**src/rtl/sync_fifo_ctrl_if.sv**
```systemverilog
// Request/status bundle between a FIFO requester and the sync_fifo_ctrl pointer controller.
// The memory write-data path is not part of this bundle; the requester drives the RAM directly.
interface sync_fifo_ctrl_if #(
    parameter int A_SIZE = 4
);
    logic              push;
    logic              pop;
    logic              clr_err;
    logic              wen;
    logic [A_SIZE-1:0] waddr;
    logic [A_SIZE-1:0] raddr;
    logic              full;
    logic              empty;
    logic              almost_full;
    logic              almost_empty;
    logic [A_SIZE:0]   count;
    logic              overflow;
    logic              underflow;

    modport master (
        output push, pop, clr_err,
        input  wen, waddr, raddr, full, empty, almost_full, almost_empty,
               count, overflow, underflow
    );

    modport slave (
        input  push, pop, clr_err,
        output wen, waddr, raddr, full, empty, almost_full, almost_empty,
               count, overflow, underflow
    );
endinterface

```
**src/rtl/sync_fifo_ctrl.sv**
```systemverilog
// Single-clock FIFO pointer controller for an external RAM with combinational read.
// Flags and count come only from the registered pointers; sticky over/underflow errors.
module sync_fifo_ctrl #(
    parameter int A_SIZE   = 4,
    parameter int AF_LEVEL = 12,
    parameter int AE_LEVEL = 4
) (
    input logic             wclk,
    input logic             wrst,
    sync_fifo_ctrl_if.slave bus
);
    localparam int              PW     = A_SIZE + 1;
    localparam logic [A_SIZE:0] AF_THR = PW'(AF_LEVEL);
    localparam logic [A_SIZE:0] AE_THR = PW'(AE_LEVEL);
    localparam logic [A_SIZE:0] ONE    = PW'(1);

    logic [A_SIZE:0] r_wptr;
    logic [A_SIZE:0] r_rptr;
    logic            r_overflow;
    logic            r_underflow;

    logic [A_SIZE:0] w_count;
    logic            w_full;
    logic            w_empty;
    logic            w_push_ok;
    logic            w_pop_ok;
    logic            w_ovf_set;
    logic            w_unf_set;

    always_comb begin
        w_count   = r_wptr - r_rptr;
        w_empty   = (r_wptr == r_rptr);
        w_full    = (r_wptr[A_SIZE] != r_rptr[A_SIZE]) &&
                    (r_wptr[A_SIZE-1:0] == r_rptr[A_SIZE-1:0]);
        // wen must stay low for the whole reset, even with push held high
        w_push_ok = bus.push & ~w_full & ~wrst;
        w_pop_ok  = bus.pop & ~w_empty;
        w_ovf_set = bus.push & w_full;
        w_unf_set = bus.pop & w_empty;
    end

    always_ff @(posedge wclk or posedge wrst) begin
        if (wrst) begin
            r_wptr      <= '0;
            r_rptr      <= '0;
            r_overflow  <= 1'b0;
            r_underflow <= 1'b0;
        end else begin
            if (w_push_ok) r_wptr <= r_wptr + ONE;
            if (w_pop_ok)  r_rptr <= r_rptr + ONE;
            // a same-edge error event takes priority over clr_err
            r_overflow  <= w_ovf_set | (r_overflow  & ~bus.clr_err);
            r_underflow <= w_unf_set | (r_underflow & ~bus.clr_err);
        end
    end

    assign bus.wen          = w_push_ok;
    assign bus.waddr        = r_wptr[A_SIZE-1:0];
    assign bus.raddr        = r_rptr[A_SIZE-1:0];
    assign bus.full         = w_full;
    assign bus.empty        = w_empty;
    assign bus.count        = w_count;
    assign bus.almost_full  = (w_count >= AF_THR);
    assign bus.almost_empty = (w_count <= AE_THR);
    assign bus.overflow     = r_overflow;
    assign bus.underflow    = r_underflow;
endmodule

```
**src/flat_wrapper.sv**
```systemverilog
// flat-port wrapper written by rule: the top's interface ports become plain ports
module sync_fifo_ctrl_flat 
#(
    parameter int A_SIZE   = 4,
    parameter int AF_LEVEL = 12,
    parameter int AE_LEVEL = 4
)
  (wclk, wrst, bus_push, bus_pop, bus_clr_err, bus_wen, bus_waddr, bus_raddr, bus_full, bus_empty, bus_almost_full, bus_almost_empty, bus_count, bus_overflow, bus_underflow);
  sync_fifo_ctrl_if #(.A_SIZE(A_SIZE)) bus_i ();
  input logic wclk;
  input logic wrst;
  input wire logic [$bits(bus_i.push)-1:0] bus_push;
  input wire logic [$bits(bus_i.pop)-1:0] bus_pop;
  input wire logic [$bits(bus_i.clr_err)-1:0] bus_clr_err;
  output wire logic [$bits(bus_i.wen)-1:0] bus_wen;
  output wire logic [$bits(bus_i.waddr)-1:0] bus_waddr;
  output wire logic [$bits(bus_i.raddr)-1:0] bus_raddr;
  output wire logic [$bits(bus_i.full)-1:0] bus_full;
  output wire logic [$bits(bus_i.empty)-1:0] bus_empty;
  output wire logic [$bits(bus_i.almost_full)-1:0] bus_almost_full;
  output wire logic [$bits(bus_i.almost_empty)-1:0] bus_almost_empty;
  output wire logic [$bits(bus_i.count)-1:0] bus_count;
  output wire logic [$bits(bus_i.overflow)-1:0] bus_overflow;
  output wire logic [$bits(bus_i.underflow)-1:0] bus_underflow;
  assign bus_i.push = bus_push;
  assign bus_i.pop = bus_pop;
  assign bus_i.clr_err = bus_clr_err;
  assign bus_wen = bus_i.wen;
  assign bus_waddr = bus_i.waddr;
  assign bus_raddr = bus_i.raddr;
  assign bus_full = bus_i.full;
  assign bus_empty = bus_i.empty;
  assign bus_almost_full = bus_i.almost_full;
  assign bus_almost_empty = bus_i.almost_empty;
  assign bus_count = bus_i.count;
  assign bus_overflow = bus_i.overflow;
  assign bus_underflow = bus_i.underflow;
  sync_fifo_ctrl #(.A_SIZE(A_SIZE), .AF_LEVEL(AF_LEVEL), .AE_LEVEL(AE_LEVEL)) u_core (.wclk(wclk), .wrst(wrst), .bus(bus_i));
endmodule
```
**config.mk**
```make
export PLATFORM = sky130hd
export DESIGN_NAME = sync_fifo_ctrl_flat
export DESIGN_NICKNAME = d
export VERILOG_FILES = /design/src/rtl/sync_fifo_ctrl_if.sv /design/src/rtl/sync_fifo_ctrl.sv /design/src/flat_wrapper.sv
export SDC_FILE = /design/constraint.sdc
export NUM_CORES = 1
export LEC_CHECK = 0
export BUFFER_PORTS_ARGS = -buffer_cell sky130_fd_sc_hd__buf_2
export CAP_MARGIN = 40
export CORE_UTILIZATION = 49
export DETAILED_ROUTE_END_ITERATION = 8
export GPL_TIMING_DRIVEN = 0
export PLACE_DENSITY_LB_ADDON = 0.08
export RECOVER_POWER = 25
export SKIP_CTS_REPAIR_TIMING = 1
export SYNTH_ARGS = -nofsm -noshare
export SYNTH_HDL_FRONTEND = slang
export SYNTH_SLANG_ARGS = --single-unit
```
**constraint.sdc**
```tcl
create_clock -name wclk -period 2.1 [get_ports wclk]
set_clock_uncertainty 0.1 [all_clocks]
set_input_delay 0 -clock wclk [delete_from_list [all_inputs] [get_ports wclk]]
set_output_delay 0 -clock wclk [all_outputs]
set_load 0.02 [all_outputs]
```
* After elaboration in Yosys (flattened, before gate mapping) *
Index checks and enable logic that the tools add are counted.

storage, ports and cells
  bits in registers = 12
  input port bits = 5
  output and inout port bits = 20
  logic and storage cells = 26

operators by class
  $add $sub $neg = 3
  $lt $le $gt $ge = 2
  eq/ne operators = 3
  bitwise operators = 13
  reductions and logical operators = 1

operator list
  kind                                                                                  count
  5-bit by 1-bit adder with 5-bit output (second input constant)                        2
  1-bit bitwise AND                                                                     7
  5-bit == test                                                                         1
  5-bit by 4-bit greater-or-equal comparator with 1-bit output (second input constant)  1
  5-bit by 3-bit less-or-equal comparator with 1-bit output (second input constant)     1
  5-bit subtractor                                                                      1
  4-bit == test                                                                         1
  1-bit inverter                                                                        4
  1-bit bitwise OR                                                                      2
  1-bit logical AND                                                                     1
  1-bit != test                                                                         1

* Longest topological paths before layout *
Gate-level depths: netlist of run 1.

  depth after elaboration = 5
  depth in mapped cells = 7
  mapped depth without buffers = 7

* Worst setup path before layout of run 1 *
No wires, ideal clock.

  path kind = flip-flop to output port
  start = register u_core.r_rptr[0]
  end = output port bus_almost_empty
  data arrival time = 1.907 ns
  required time = 2.000 ns
  path slack = 0.093 ns
  stages on the path, launching flop included = 7
  path buffers = 0
  cells stage by stage = dfrtp_1 > ha_1 > fa_1 > nand2b_1 > a21oi_1 > xnor2_1 > a211oi_2

between the ends
  cells in the longest elaborated chain, start to end = 2

ends and longest elaborated chain
  what                                                       line                  source
  start: declaration                                         sync_fifo_ctrl.sv:18  logic [A_SIZE:0] r_rptr;
  start signal: assignment                                   sync_fifo_ctrl.sv:50  if (w_pop_ok) r_rptr <= r_rptr + ONE;
  5-bit subtractor                                           sync_fifo_ctrl.sv:31  w_count = r_wptr - r_rptr;
  net bus_count[4]                                           flat_wrapper.sv:22    output wire logic [$bits(bus_i.count)-1:0] bus_count;
  5-bit by 3-bit less-or-equal comparator with 1-bit output  sync_fifo_ctrl.sv:64  assign bus.almost_empty = (w_count <= AE_THR);
  end: declaration                                           flat_wrapper.sv:21    output wire logic [$bits(bus_i.almost_empty)-1:0] bus_almost_empty;

The timed path passes the listed nets, and every way through them passes these cells.

* Worst setup path after layout of run 1 *
  start = register u_core.r_wptr[0]
  end = output port bus_almost_empty

between the ends
  cells in the longest elaborated chain, start to end = 2

ends and longest elaborated chain
  what                                                       line                  source
  start: declaration                                         sync_fifo_ctrl.sv:17  logic [A_SIZE:0] r_wptr;
  start signal: assignment                                   sync_fifo_ctrl.sv:49  if (w_push_ok) r_wptr <= r_wptr + ONE;
  5-bit subtractor                                           sync_fifo_ctrl.sv:31
  5-bit by 3-bit less-or-equal comparator with 1-bit output  sync_fifo_ctrl.sv:64

Every way passes these cells.

==> impl_metrics.tcl, run 1 <==
set metrics [dict create \
    outcome "finished with violations" \
    violations "DRC, setup timing" \
    reg2reg_to "u_core.r_wptr[3]$_DFFE_PP0P_" \
    finalCritPeriodShare 1.06 \
    final_cell_count_no_fill 127 \
    synth_nets 91 \
    grt.total_usage 0.190 \
    cp_max_fo 4 \
    first_pass_iters 5 \
    numCtsBuffers 3 \
    dieArea_um2 1760 \
    ys_ff_latch 12 \
    path_clk_slew_ns 0.08 \
    grt_max_degree 14 \
    start_util 0.519 \
    synth.avg_cell_area_um2 9.90 \
    clk_latency_ns 0.28 \
    setup.worst_path.end_class "output pin" \
    routed_wl_um 1510 \
    hpwl_um 1100 \
    via_per_inst 4.92 \
    die_width_um 42.0 \
    setup-violations-final 2 \
    htreeDepth 1 \
    reg2reg_slack_ns 0.23 \
    diodes 0 \
    r2r-start "u_core.r_wptr[2]$_DFFE_PP0P_" \
    most-common-layout-cells "21 x buf_2, 10 x buf_4, 10 x dfrtp_1, 9 x xnor2_1, 9 x inv_1" \
    core_um2 1510 \
    synth_top_area_frac 0.384 \
    routedWlPerCell_um 11.9 \
    numClockSinks 12 \
    min_period_ns 2.22 \
    drive_gt1_frac 0.450 \
    grt-ovfl-total 0 \
    setup.worst_path.class "reg2out" \
    reg2regPathDepth 6 \
    synth_area_leader_cell "dfrtp_1" \
    tritoncts "done" \
    cts_buffer_depth 2 \
    gp_congestion 0.735 \
    synth_area_leaders "dfrtp_1 38%, xnor2_1 12%, ha_1 9.6%, buf_4 7.7%, inv_1 4.8%" \
    antenna_found_initial 0 \
    synth.distinct_cells 20 \
    synth_mux_area_frac 0 \
    drt_iter0_drc 9 \
    rsz0062_at_grt "true" \
    synth_top_family_by_area "XOR/XNOR gates" \
    vias 625 \
    ys.warnings.count 0 \
    hp-class "in2async" \
    grt_pass1_vias 565 \
    synthAdderAreaFrac 0.122 \
    drv_slew 0 \
    synthesis.area_um2 782 \
    fin_util 0.706 \
    finalWorstSetupSlack_ns -0.124 \
    route.detailed.drc 1 \
    die-height_um 42.0 \
    synth_xor_area_frac 0.146 \
    num_rows 14 \
    maxCapViolCount 0 \
    fin_hold_ws_ns 0.184 \
    synth_cells 79 \
    final_antenna_net_count 0 \
    fmax_mhz 450 \
    place_inst 119 \
    cp-start-kind "flop" \
    fin_nets 124 \
    area_growth_pct 36.0 \
    yosysSeqAreaShare 0.384 \
    layout_commonest_cell "buf_2" \
    hold_viol_final 0 \
    required_ns 2.00 \
    slew-limit-headroom 0.657 \
    grt_first_pass_wirelength_um 2470 \
    synth-compound-area-share 0.101 \
    yosys.area_share.simple 0.109 \
    tightest_slew_ns 0.514 \
    port_buffers 24 \
    clockRootBuffer "clkbuf_4" \
    ios 25 \
    worstPathArrival_ns 2.12 \
    critPathLaunch "u_core.r_wptr[0]$_DFFE_PP0P_" \
]
cell usage after synthesis (all sizes together):
| cell type | number |
|---|---|
| nand4 | 5 |
| a221oi | 1 |
| xnor2 | 11 |
| dfrtp | 12 |
| buf | 9 |
| nand2b | 1 |
| o211a | 1 |
| xor2 | 2 |
| ha | 6 |
| nor2 | 4 |
| inv | 10 |
| a21o | 1 |
| a21oi | 1 |
| nand2 | 7 |
| o21ai | 4 |
| fa | 1 |
| a211oi | 1 |
| o21a | 1 |
| nor2b | 1 |
routing by layer:
layer | part of all wire | global-route usage | up-vias
met4 | 0.014 | 0.0774 | 0
met3 | 0.037 | 0.0261 | 2
met5 | 0 | 0 | -
met1 | 0.48 | 0.275 | 288
met2 | 0.47 | 0.284 | 21
li1 | - | - | 314
sequential cells by signal, summed over array words and instances (netlist names):
signal                cells
u_core.bus.underflow      1
u_core.r_wptr             5
u_core.r_rptr             5
u_core.bus.overflow       1
layout make-up:
class                      count  area, µm²
inverter                      10       37.5
clock buffer                   4       36.3
multi-input combinational     48        424
tap                           16       20.0
timing repair buffer          28        171
sequential                    12        303
buffer                         9       71.3
fill                         124        443
kinds of logic (layout without fill, tap and decap cells):
logic type	count (synthesis)	after routing
compound gates	10	10
buf+inv	19	51
simple gates	18	18
flops	12	12
fa+ha+maj	7	7
xor+xnor	13	13
through the flow:
step           TNS, ns  instance area [µm²]  worst slack [ns]
2_1_floorplan        0                  782            0.0928
3_3_place_gp         0                  922             0.139
3_5_place_dp         0                  922             0.119
4_1_cts         -0.581                  958            -0.204
5_1_grt         -0.441                 1060            -0.218
6_report        -0.169                 1060            -0.124
worst max-delay path, cell delays in order, from the launching register on:
cell	delay, ns
dfrtp_1	0.41
inv_2	0.08
ha_4	0.17
fa_2	0.38
nand2b_4	0.16
a21oi_4	0.16
xnor2_2	0.11
a211oi_2	0.21
buf_4	0.17
how the worst max path moves through the flow:
stage                            end
floorplan           bus_almost_empty
finish              bus_almost_empty
CTS                 bus_almost_empty
global placement     bus_almost_full
global route        bus_almost_empty
detailed placement  bus_almost_empty
Power of run 1 is left out: the tool's default activity adds up to more than one toggle a clock period on the data nets, which glitch-free logic cannot reach.
==> run 2, diff against run 1 <==
Settings changed: CTS_CLUSTER_DIAMETER set to 60, SKIP_LAST_GASP set to 1.
==> run 2 against run 1 <==
Compared with the run above: the run still ends with DRC, setup timing left; critical path depth did not move; via count decreased by 0.16%; first-iteration DRC count stayed put; hold slack about the same; non-clock buffer count did not move; sequential share of layout area grew 0.17 points; cell count stayed put; sequential cell count is the same; global-route usage unchanged; design area shrank 0.59%; fmax increased by 0.11%; critical endpoint unchanged.
==> impl_metrics.tcl, run 2 (same netlist as run 1, synthesis figures left out) <==
set metrics [dict create \
    outcome "finished with violations" \
    violations "DRC, setup timing" \
    hpwl_um 1100 \
    vias 624 \
    setup.worst_path.class "reg2out" \
    hold_viol_final 0 \
    fmax_mhz 450 \
    tritoncts "done" \
    setup.worst_path.end_class "output pin" \
    drive_gt1_frac 0.450 \
    grt-ovfl-total 0 \
    gp_congestion 0.735 \
    final_antenna_net_count 0 \
    most-common-layout-cells "22 x buf_2, 10 x buf_4, 10 x dfrtp_1, 9 x xnor2_1, 9 x inv_1" \
    cp_max_fo 4 \
    routed_wl_um 1500 \
    min_period_ns 2.22 \
    worstPathArrival_ns 2.12 \
    required_ns 2.00 \
    cts_buffer_depth 2 \
    routedWlPerCell_um 11.8 \
    tightest_slew_ns 0.514 \
    tns_ns -0.176 \
    finalWorstSetupSlack_ns -0.121 \
    drv_slew 0 \
    antenna_found_initial 0 \
    top_regs "u_core.r_rptr (5), u_core.r_wptr (5)" \
    core_um2 1510 \
    hp-class "in2async" \
    die-height_um 42.0 \
    path_clk_slew_ns 0.08 \
    drt_iter0_drc 9 \
    port_buffers 24 \
    grt.total_usage 0.190 \
    dieArea_um2 1760 \
    slowest_delay_ns 0.41 \
    start_util 0.519 \
    via_per_inst 4.91 \
    grt_pass1_vias 565 \
    clk_latency_ns 0.28 \
    slew-limit-headroom 0.657 \
    maxCapViolCount 0 \
    rsz0062_at_grt "true" \
    grt_first_pass_wirelength_um 2470 \
    numCtsBuffers 3 \
    setup-violations-final 2 \
    area_growth_pct 35.2 \
    first_pass_iters 5 \
    num_rows 14 \
    fin_util 0.702 \
    numClockSinks 12 \
    ios 25 \
    grt_max_degree 14 \
    cp-start-kind "flop" \
    layout_commonest_cell "buf_2" \
    route.detailed.drc 1 \
    path_cells "inv_2, ha_4, fa_2, nand2b_4, a21oi_4, xnor2_2, a211oi_2, buf_4" \
    finalCritPeriodShare 1.06 \
    diodes 0 \
    die_width_um 42.0 \
    fin_nets 124 \
    clockRootBuffer "clkbuf_4" \
    cp_slowest_cell "dfrtp_1" \
    htreeDepth 1 \
]
==> run 2: final cells by class <==
| class | instances | area, µm² |
|---|---|---|
| Buffer | 9 | 71.3 |
| Clock buffer | 4 | 36.3 |
| Fill cell | 124 | 449 |
| Inverter | 10 | 37.5 |
| Multi-Input combinational cell | 48 | 424 |
| Sequential cell | 12 | 303 |
| Tap cell | 16 | 20.0 |
| Timing Repair Buffer | 28 | 165 |
==> run 2: metal layers <==
metal,global-route usage,wire length (µm),up-vias,part of all wire
li1,-,-,315,-
met1,0.275,721,286,0.48
met2,0.284,698,21,0.47
met3,0.0261,57,2,0.038
met4,0.0774,21,0,0.014
met5,0,0,-,0
==> run 2: path summary, 6_finish.rpt <==
kind                                                     start                              to  slack [ns]  cells past startpoint
worst max-delay path              u_core.r_wptr[0]$_DFFE_PP0P_                bus_almost_empty       -0.12                      8
worst min-delay path                                      wrst   u_core.bus.overflow$_DFF_PP0_        0.18                      3
worst max register to register    u_core.r_wptr[2]$_DFFE_PP0P_    u_core.r_wptr[3]$_DFFE_PP0P_        0.23                      6
worst min register to register  u_core.bus.underflow$_DFF_PP0_  u_core.bus.underflow$_DFF_PP0_        0.43                      2
max in group asynchronous                                 wrst    u_core.r_rptr[0]$_DFFE_PP0P_        1.34                      3
min in group wclk                                  bus_clr_err   u_core.bus.overflow$_DFF_PP0_        0.35                      3
==> run 2: critical path, delay by kind of cell, from the launching register on <==
kind	cells	cell delay, ns
fa+ha+maj	2	0.55
flops	1	0.41
compound gates	2	0.37
buf+inv	2	0.25
simple gates	1	0.16
xor+xnor	1	0.11
==> run 2: stage by stage <==
stage               hold WS (ns)  std cells  area (µm²)  worst slack [ns]
floorplan                 -0.227         79         782            0.0928
global placement         -0.0619        119         922             0.139
detailed placement       -0.0468        119         922             0.119
CTS                       -0.356        123         958            -0.204
global route               0.244        127        1060            -0.218
finish                     0.184        127        1060            -0.121
Power of run 2 is left out for the same reason.
